## config.mk

```make
export PLATFORM = sky130hd
export DESIGN_NAME = elastic_data_reg
export DESIGN_NICKNAME = d
export VERILOG_FILES = /design/src/rtl/datapath_pkg.sv /design/src/rtl/wrap_ptr.sv /design/src/rtl/elastic_data_reg.sv
export SDC_FILE = /design/constraint.sdc
export NUM_CORES = 1
export LEC_CHECK = 0
export ABC_CLOCK_PERIOD_IN_PS = 3400
export BUFFER_PORTS_ARGS = -buffer_cell sky130_fd_sc_hd__buf_2
export CAP_MARGIN = 40
export CORE_MARGIN = 1.5
export CORE_UTILIZATION = 47
export DETAILED_ROUTE_END_ITERATION = 10
export PLACE_DENSITY = 0.76
export SLEW_MARGIN = 20
export SYNTH_ARGS = -nofsm -noshare
export SYNTH_HDL_FRONTEND = slang
export SYNTH_SLANG_ARGS = --single-unit
export TNS_END_PERCENT = 10
```

## constraint.sdc

```tcl
create_clock -name CLK -period 3.4 [get_ports CLK]
set_input_delay 0.34 -clock CLK [delete_from_list [all_inputs] [get_ports CLK]]
set_output_delay 0.34 -clock CLK [all_outputs]
set_load 0.03 [all_outputs]
```

## src/rtl/datapath_pkg.sv

```systemverilog
`default_nettype none
// +----------------------------------------------------------------------------+
// | datapath_pkg : shared widths and sizing helpers for the datapath registers |
// | Revision     : 1.0                                                         |
// +----------------------------------------------------------------------------+
package datapath_pkg;

   localparam int WORD_W = 32;

   function automatic int clog2(input int value);
      int r;
      r = 0;
      while ((1 << r) < value) r++;
      return r;
   endfunction

   // A single-entry buffer still needs a one-bit pointer.
   function automatic int ptr_width(input int depth);
      return (depth > 1) ? clog2(depth) : 1;
   endfunction

endpackage
`default_nettype wire

```

## src/rtl/wrap_ptr.sv

```systemverilog
`default_nettype none
// +----------------------------------------------------------------------------+
// | wrap_ptr : circular pointer with increment enable, sync clear and wrap     |
// |            at DEPTH-1; updates on the falling clock edge                   |
// | Revision : 1.0                                                             |
// +----------------------------------------------------------------------------+
module wrap_ptr #(
   parameter int DEPTH = 2,
   parameter int PTR_W = 1
) (
   input  logic             clk,
   input  logic             rst,
   input  logic             clr,
   input  logic             inc,
   output logic [PTR_W-1:0] ptr
);

   logic [PTR_W-1:0] ptr_q;
   logic [PTR_W-1:0] ptr_d;

   always_comb begin
      ptr_d = ptr_q;
      if (clr) begin
         ptr_d = '0;
      end else if (inc) begin
         ptr_d = (ptr_q == PTR_W'(DEPTH - 1)) ? '0 : ptr_q + PTR_W'(1);
      end
   end

   always_ff @(negedge clk) begin
      if (rst) begin
         ptr_q <= '0;
      end else begin
         ptr_q <= ptr_d;
      end
   end

   assign ptr = ptr_q;

endmodule
`default_nettype wire

```

## src/rtl/elastic_data_reg.sv

```systemverilog
`default_nettype none
// +----------------------------------------------------------------------------+
// | elastic_data_reg : DEPTH-entry valid/ready holding register for datapath   |
// |                    stages; ELASTIC_BYPASS_EN enables zero-latency bypass   |
// | Revision         : 1.0                                                     |
// +----------------------------------------------------------------------------+
module elastic_data_reg
   import datapath_pkg::*;
#(
   parameter  int WIDTH = WORD_W,
   parameter  int DEPTH = 2,
   localparam int PTR_W = ptr_width(DEPTH),
   localparam int CNT_W = clog2(DEPTH + 1)
) (
   input  logic             CLK,
   input  logic             RST,
   input  logic             FLUSH,
   input  logic             InValid,
   output logic             InReady,
   input  logic [WIDTH-1:0] DataIn,
   output logic             OutValid,
   input  logic             OutReady,
   output logic [WIDTH-1:0] DataOut,
   output logic [CNT_W-1:0] Count
);

   logic [WIDTH-1:0] mem_q [DEPTH];
   logic [WIDTH-1:0] mem_d [DEPTH];
   logic [CNT_W-1:0] count_q;
   logic [CNT_W-1:0] count_d;
   logic             in_ready_q;
   logic             in_ready_d;
   logic             out_valid_q;
   logic             out_valid_d;
   logic [PTR_W-1:0] wr_ptr;
   logic [PTR_W-1:0] rd_ptr;
   logic             bypass;
   logic             push;
   logic             pop;

`ifdef ELASTIC_BYPASS_EN
   assign bypass = (count_q == '0) && InValid;
`else
   assign bypass = 1'b0;
`endif

   // A bypassed word that is taken immediately never enters storage.
   assign push = InValid && in_ready_q && !(bypass && OutReady) && !FLUSH;
   assign pop  = out_valid_q && OutReady && !FLUSH;

   always_comb begin
      count_d = count_q;
      if (FLUSH) begin
         count_d = '0;
      end else if (push && !pop) begin
         count_d = count_q + CNT_W'(1);
      end else if (pop && !push) begin
         count_d = count_q - CNT_W'(1);
      end
      in_ready_d  = (count_d != CNT_W'(DEPTH));
      out_valid_d = (count_d != '0);
      for (int i = 0; i < DEPTH; i++) begin
         mem_d[i] = mem_q[i];
         if (push && (wr_ptr == PTR_W'(i))) begin
            mem_d[i] = DataIn;
         end
      end
   end

   always_ff @(negedge CLK) begin
      if (RST) begin
         count_q     <= '0;
         in_ready_q  <= 1'b1;
         out_valid_q <= 1'b0;
         for (int i = 0; i < DEPTH; i++) begin
            mem_q[i] <= '0;
         end
      end else begin
         count_q     <= count_d;
         in_ready_q  <= in_ready_d;
         out_valid_q <= out_valid_d;
         for (int i = 0; i < DEPTH; i++) begin
            mem_q[i] <= mem_d[i];
         end
      end
   end

   wrap_ptr #(
      .DEPTH (DEPTH),
      .PTR_W (PTR_W)
   ) u_wr_ptr (
      .clk (CLK),
      .rst (RST),
      .clr (FLUSH),
      .inc (push),
      .ptr (wr_ptr)
   );

   wrap_ptr #(
      .DEPTH (DEPTH),
      .PTR_W (PTR_W)
   ) u_rd_ptr (
      .clk (CLK),
      .rst (RST),
      .clr (FLUSH),
      .inc (pop),
      .ptr (rd_ptr)
   );

   assign InReady = in_ready_q;
   assign Count   = count_q;

`ifdef ELASTIC_BYPASS_EN
   assign OutValid = out_valid_q || bypass;
   assign DataOut  = bypass ? DataIn : mem_q[rd_ptr];
`else
   assign OutValid = out_valid_q;
   assign DataOut  = mem_q[rd_ptr];
`endif

endmodule
`default_nettype wire

```

==> results.txt <==
Total power for the finished layout comes to 2.16 mW. The leakage component of the power came out at 1.98 nW. The share of final-layout standard cells stronger than drive strength 1 is 40.4%. In this run the remaining antenna-violating nets after routing total 0. The number of inserted diodes came out at 0. The worst setup path is launched from a flop. The source of the worst hold timing path is Count[1]. The area of placed instances is 0.00340 sq mm. Ranked by total cell area, the synthesized netlist is headed by sky130_fd_sc_hd__edfxtp_1, sky130_fd_sc_hd__mux2_2, sky130_fd_sc_hd__and2_1, sky130_fd_sc_hd__dfxtp_1, sky130_fd_sc_hd__mux2i_1. The synthesized netlist occupies a cell area of around 0.0029 sq mm. The proportion of netlist area held by the largest area contributor came out at 66.9%. The worst reg2reg path depth is 3. The number of remaining DRC errors came out at 0. The max-slew violation count came out at 0. The number of antenna violations at the first check in global routing is 0. Along the worst path, the maximum fanout reaches 11.

The root buffer cell chosen for the clock tree is sky130_fd_sc_hd__clkbuf_8. In this run the worst hold path is classified as flop to flop. The total number of vias is 1943. The synthesized design spends more area on one cell type than any other, namely sky130_fd_sc_hd__edfxtp_1.

The number of filler instances in the final layout came out at 462. The sum of negative setup slack is -1.12 ns. The TritonCTS buffer count is 9. After detailed routing, the average wire length per cell comes to around 13 um. The die span in y came out at a little over 80 um.

The synthesis warning total came out at 0. The area overhead of the layout relative to synthesis came out at 45.0%. The worst hold path was traced through 2 stages.

Max-cap violations in this run came to 0. The congestion estimate from routability-driven global placement came to roughly 0.7. For this configuration, the core starts out at a cell density of between 40% and 50%. Hold repair after CTS inserted 0 buffers. The setup clock skew after layout came out at 0.0176 ns. The first routing iteration left 43 violations.

The endpoint identified for the worst register-to-register timing path is mem_q[0][31]. Dividing the detail-routed via count by the number of cells gives ~4.8. The wire length of the first global-routing pass is between 8000 and 9000 um. The worst slack at placement came out at roughly 0.22 ns. The number of search-and-repair iterations in the first detailed-routing pass came out at 4. The power per standard cell area came out at 517 mW/mm^2. The area share of and/or/nand/nor cells after synthesis came out at 10.1%. The fraction of the mapped netlist area in compound gates came out at 2.18%.

The worst path setup slack after routing came out at -0.0736 ns. Setup violations remaining at the end of the flow were counted as 32. The total count of hold-check failures in the final report is 0. The post-CTS setup repair buffer count came out at 0. The total routing resource utilization after global routing is 17.9%. The die boundary width came out at 81.2 um. The H-tree depth reported by CTS is 3. The actual slew at the worst max-slew pin came out at 0.367 ns. The number of port buffers came out at 72.

The minimum setup slack among reg-to-reg paths is 1.95 ns. Headroom to the max-slew limit came out at 75.5%. The sum of net half-perimeters after detailed placement is 3280 um.

The signal arrival time at the worst endpoint is between 3 and 4 ns. The cell count after synthesis came out at 174. Data on the critical path is required at its endpoint by 3.06 ns. The net total in the final layout came out at 364.

The clock slew at the register clock pins of the worst setup and hold paths is 0.03 ns. Synthesis inferred 71 register bits. Measured on the finished design, the core utilization comes to 70.4%. The area of all placed cells without fillers came out at ~0.0042 sq mm. The standard cell core area is 0.00592 sq mm. After Yosys synthesis, full adders, half adders and majority gates account for 0% of the synthesized area. The maximum VDD drop came out at 0.282 mV. For this run the aggregate overflow at the end of global routing stands at 0. The post-synth net total came out at 211. Leaving out fill and tap cells, the most frequent cell in the layout is sky130_fd_sc_hd__inv_1.

In this run the core area contains 28 standard-cell rows. Pin placement for this block handled 73 I/O pins. The critical path in this run is classified as flop to output pin. The flow ran to the end, but the final reports show violations. The top cell types in the final layout, fill and taps aside, are sky130_fd_sc_hd__inv_1, sky130_fd_sc_hd__edfxtp_1, sky130_fd_sc_hd__buf_2. After synthesis, the mean cell area works out to 16.5 sq um. The clock network latency to the later pin of the worst-skew pair is 0.39 ns. The worst setup path is captured at an output pin. The number of different library cells in the post-synthesis netlist is 26.

The proportion of synthesized chip area in sequential cells came out at 71.8%. The largest buffer count on any clock path is 2. The die outline area is 0.00659 sq mm. TritonCTS built the clock tree. The mux contribution to synthesized area is 13.6%. The parity-gate share of the synthesized area counting xor and xnor cells came out at 0.610%. The tree built by TritonCTS fans out to 71 sinks. The checks that failed: negative setup slack. The worst register-to-register path begins at InReady. The largest net degree at the start of global routing is 27. After synthesis, the largest family of logic cells by area is multiplexers.

Setup repair after global routing could not meet its margin everywhere. The number of global-route vias before repair is 2079. The end point of the most critical hold path is Count[1]. The overall routed net length came out at 5480 um.
[layer usage]
layer	track usage (%)	part of all wire (%)	vias up
met5	0	0	-
met4	12.6	1.8	0
met3	9.10	5.7	9
met2	29.2	53	59
met1	17.7	40	925
li1	-	-	950
[registers in the layout, indices dropped and copies added (netlist names), named ones only]
register / cells
mem_q: 64
Count: 2
InReady: 1
OutValid: 1
u_rd_ptr.ptr: 1
u_wr_ptr.ptr: 1
[worst max-delay path by stage]
stage | startpoint | end | slack, ns | cells after the start
2_1_floorplan | InValid | mem_q[0][0] | -0.08 | 2
3_3_place_gp | InValid | mem_q[0][25] | 0.24 | 4
3_5_place_dp | InValid | mem_q[0][22] | 0.22 | 4
4_1_cts | flop | DataOut[31] | -0.1 | 3
5_1_grt | flop | DataOut[21] | -0.11 | 3
6_report | flop | DataOut[21] | -0.07 | 3
[cell families after synthesis]
kind of cell | after synthesis
buf+inv | 11
mux | 35
compound gates | 7
flops | 71
simple gates | 48
xor+xnor | 2
[worst max-delay path: stages, from the launching register on]
cell                      delay (ns)
sky130_fd_sc_hd__dfxtp_4        0.40
sky130_fd_sc_hd__buf_12         0.16
sky130_fd_sc_hd__mux2_2         0.36
sky130_fd_sc_hd__buf_6          0.14
[synthesized netlist by cell type]
| cell type | number |
|---|---|
| sky130_fd_sc_hd__a21oi_1 | 1 |
| sky130_fd_sc_hd__a21oi_4 | 1 |
| sky130_fd_sc_hd__a311oi_1 | 1 |
| sky130_fd_sc_hd__and2_1 | 32 |
| sky130_fd_sc_hd__and3_2 | 1 |
| sky130_fd_sc_hd__buf_2 | 4 |
| sky130_fd_sc_hd__clkbuf_1 | 2 |
| sky130_fd_sc_hd__clkbuf_2 | 2 |
| sky130_fd_sc_hd__dfxtp_1 | 7 |
| sky130_fd_sc_hd__edfxtp_1 | 64 |
| sky130_fd_sc_hd__inv_1 | 3 |
| sky130_fd_sc_hd__mux2_1 | 2 |
| sky130_fd_sc_hd__mux2_2 | 30 |
| sky130_fd_sc_hd__mux2i_1 | 3 |
| sky130_fd_sc_hd__nand2_1 | 6 |
| sky130_fd_sc_hd__nand2_4 | 1 |
| sky130_fd_sc_hd__nand3_1 | 1 |
| sky130_fd_sc_hd__nor2_1 | 2 |
| sky130_fd_sc_hd__nor3_1 | 3 |
| sky130_fd_sc_hd__nor3_4 | 1 |
| sky130_fd_sc_hd__o211a_1 | 1 |
| sky130_fd_sc_hd__o21ai_0 | 1 |
| sky130_fd_sc_hd__o22a_2 | 1 |
| sky130_fd_sc_hd__o31ai_1 | 1 |
| sky130_fd_sc_hd__or3_1 | 1 |
| sky130_fd_sc_hd__xor2_1 | 2 |
[per-stage QoR]
stage | hold slack (ns) | instances
finish | 0.566 | 407
detailed placement | 0.563 | 320
global route | 0.624 | 407
floorplan | 0.520 | 174
global placement | 0.544 | 320
CTS | 0.574 | 407
[cell type report]
type,count,area (sq um),share of cell area (%)
sequential,71,2070,49.6
clock buffer,9,124,2.97
tap,75,93.8,2.25
inverter,2,7.51,0.180
timing repair buffer,80,691,16.6
clock inverter,78,303,7.27
multi-input combinational,92,882,21.2
[report_power, final]
part,internal (mW),switching [mW]
registers,1.01,0.0165
logic,0.125,0.137
clock network,0.365,0.501
[timing repair]
item | 4_1_cts | 5_1_grt
gates cloned | 1 | 0
gates resized for setup | 82 | 14
setup endpoints to repair | 32 | 32
Note: power is estimated with default switching activity, not from simulation.
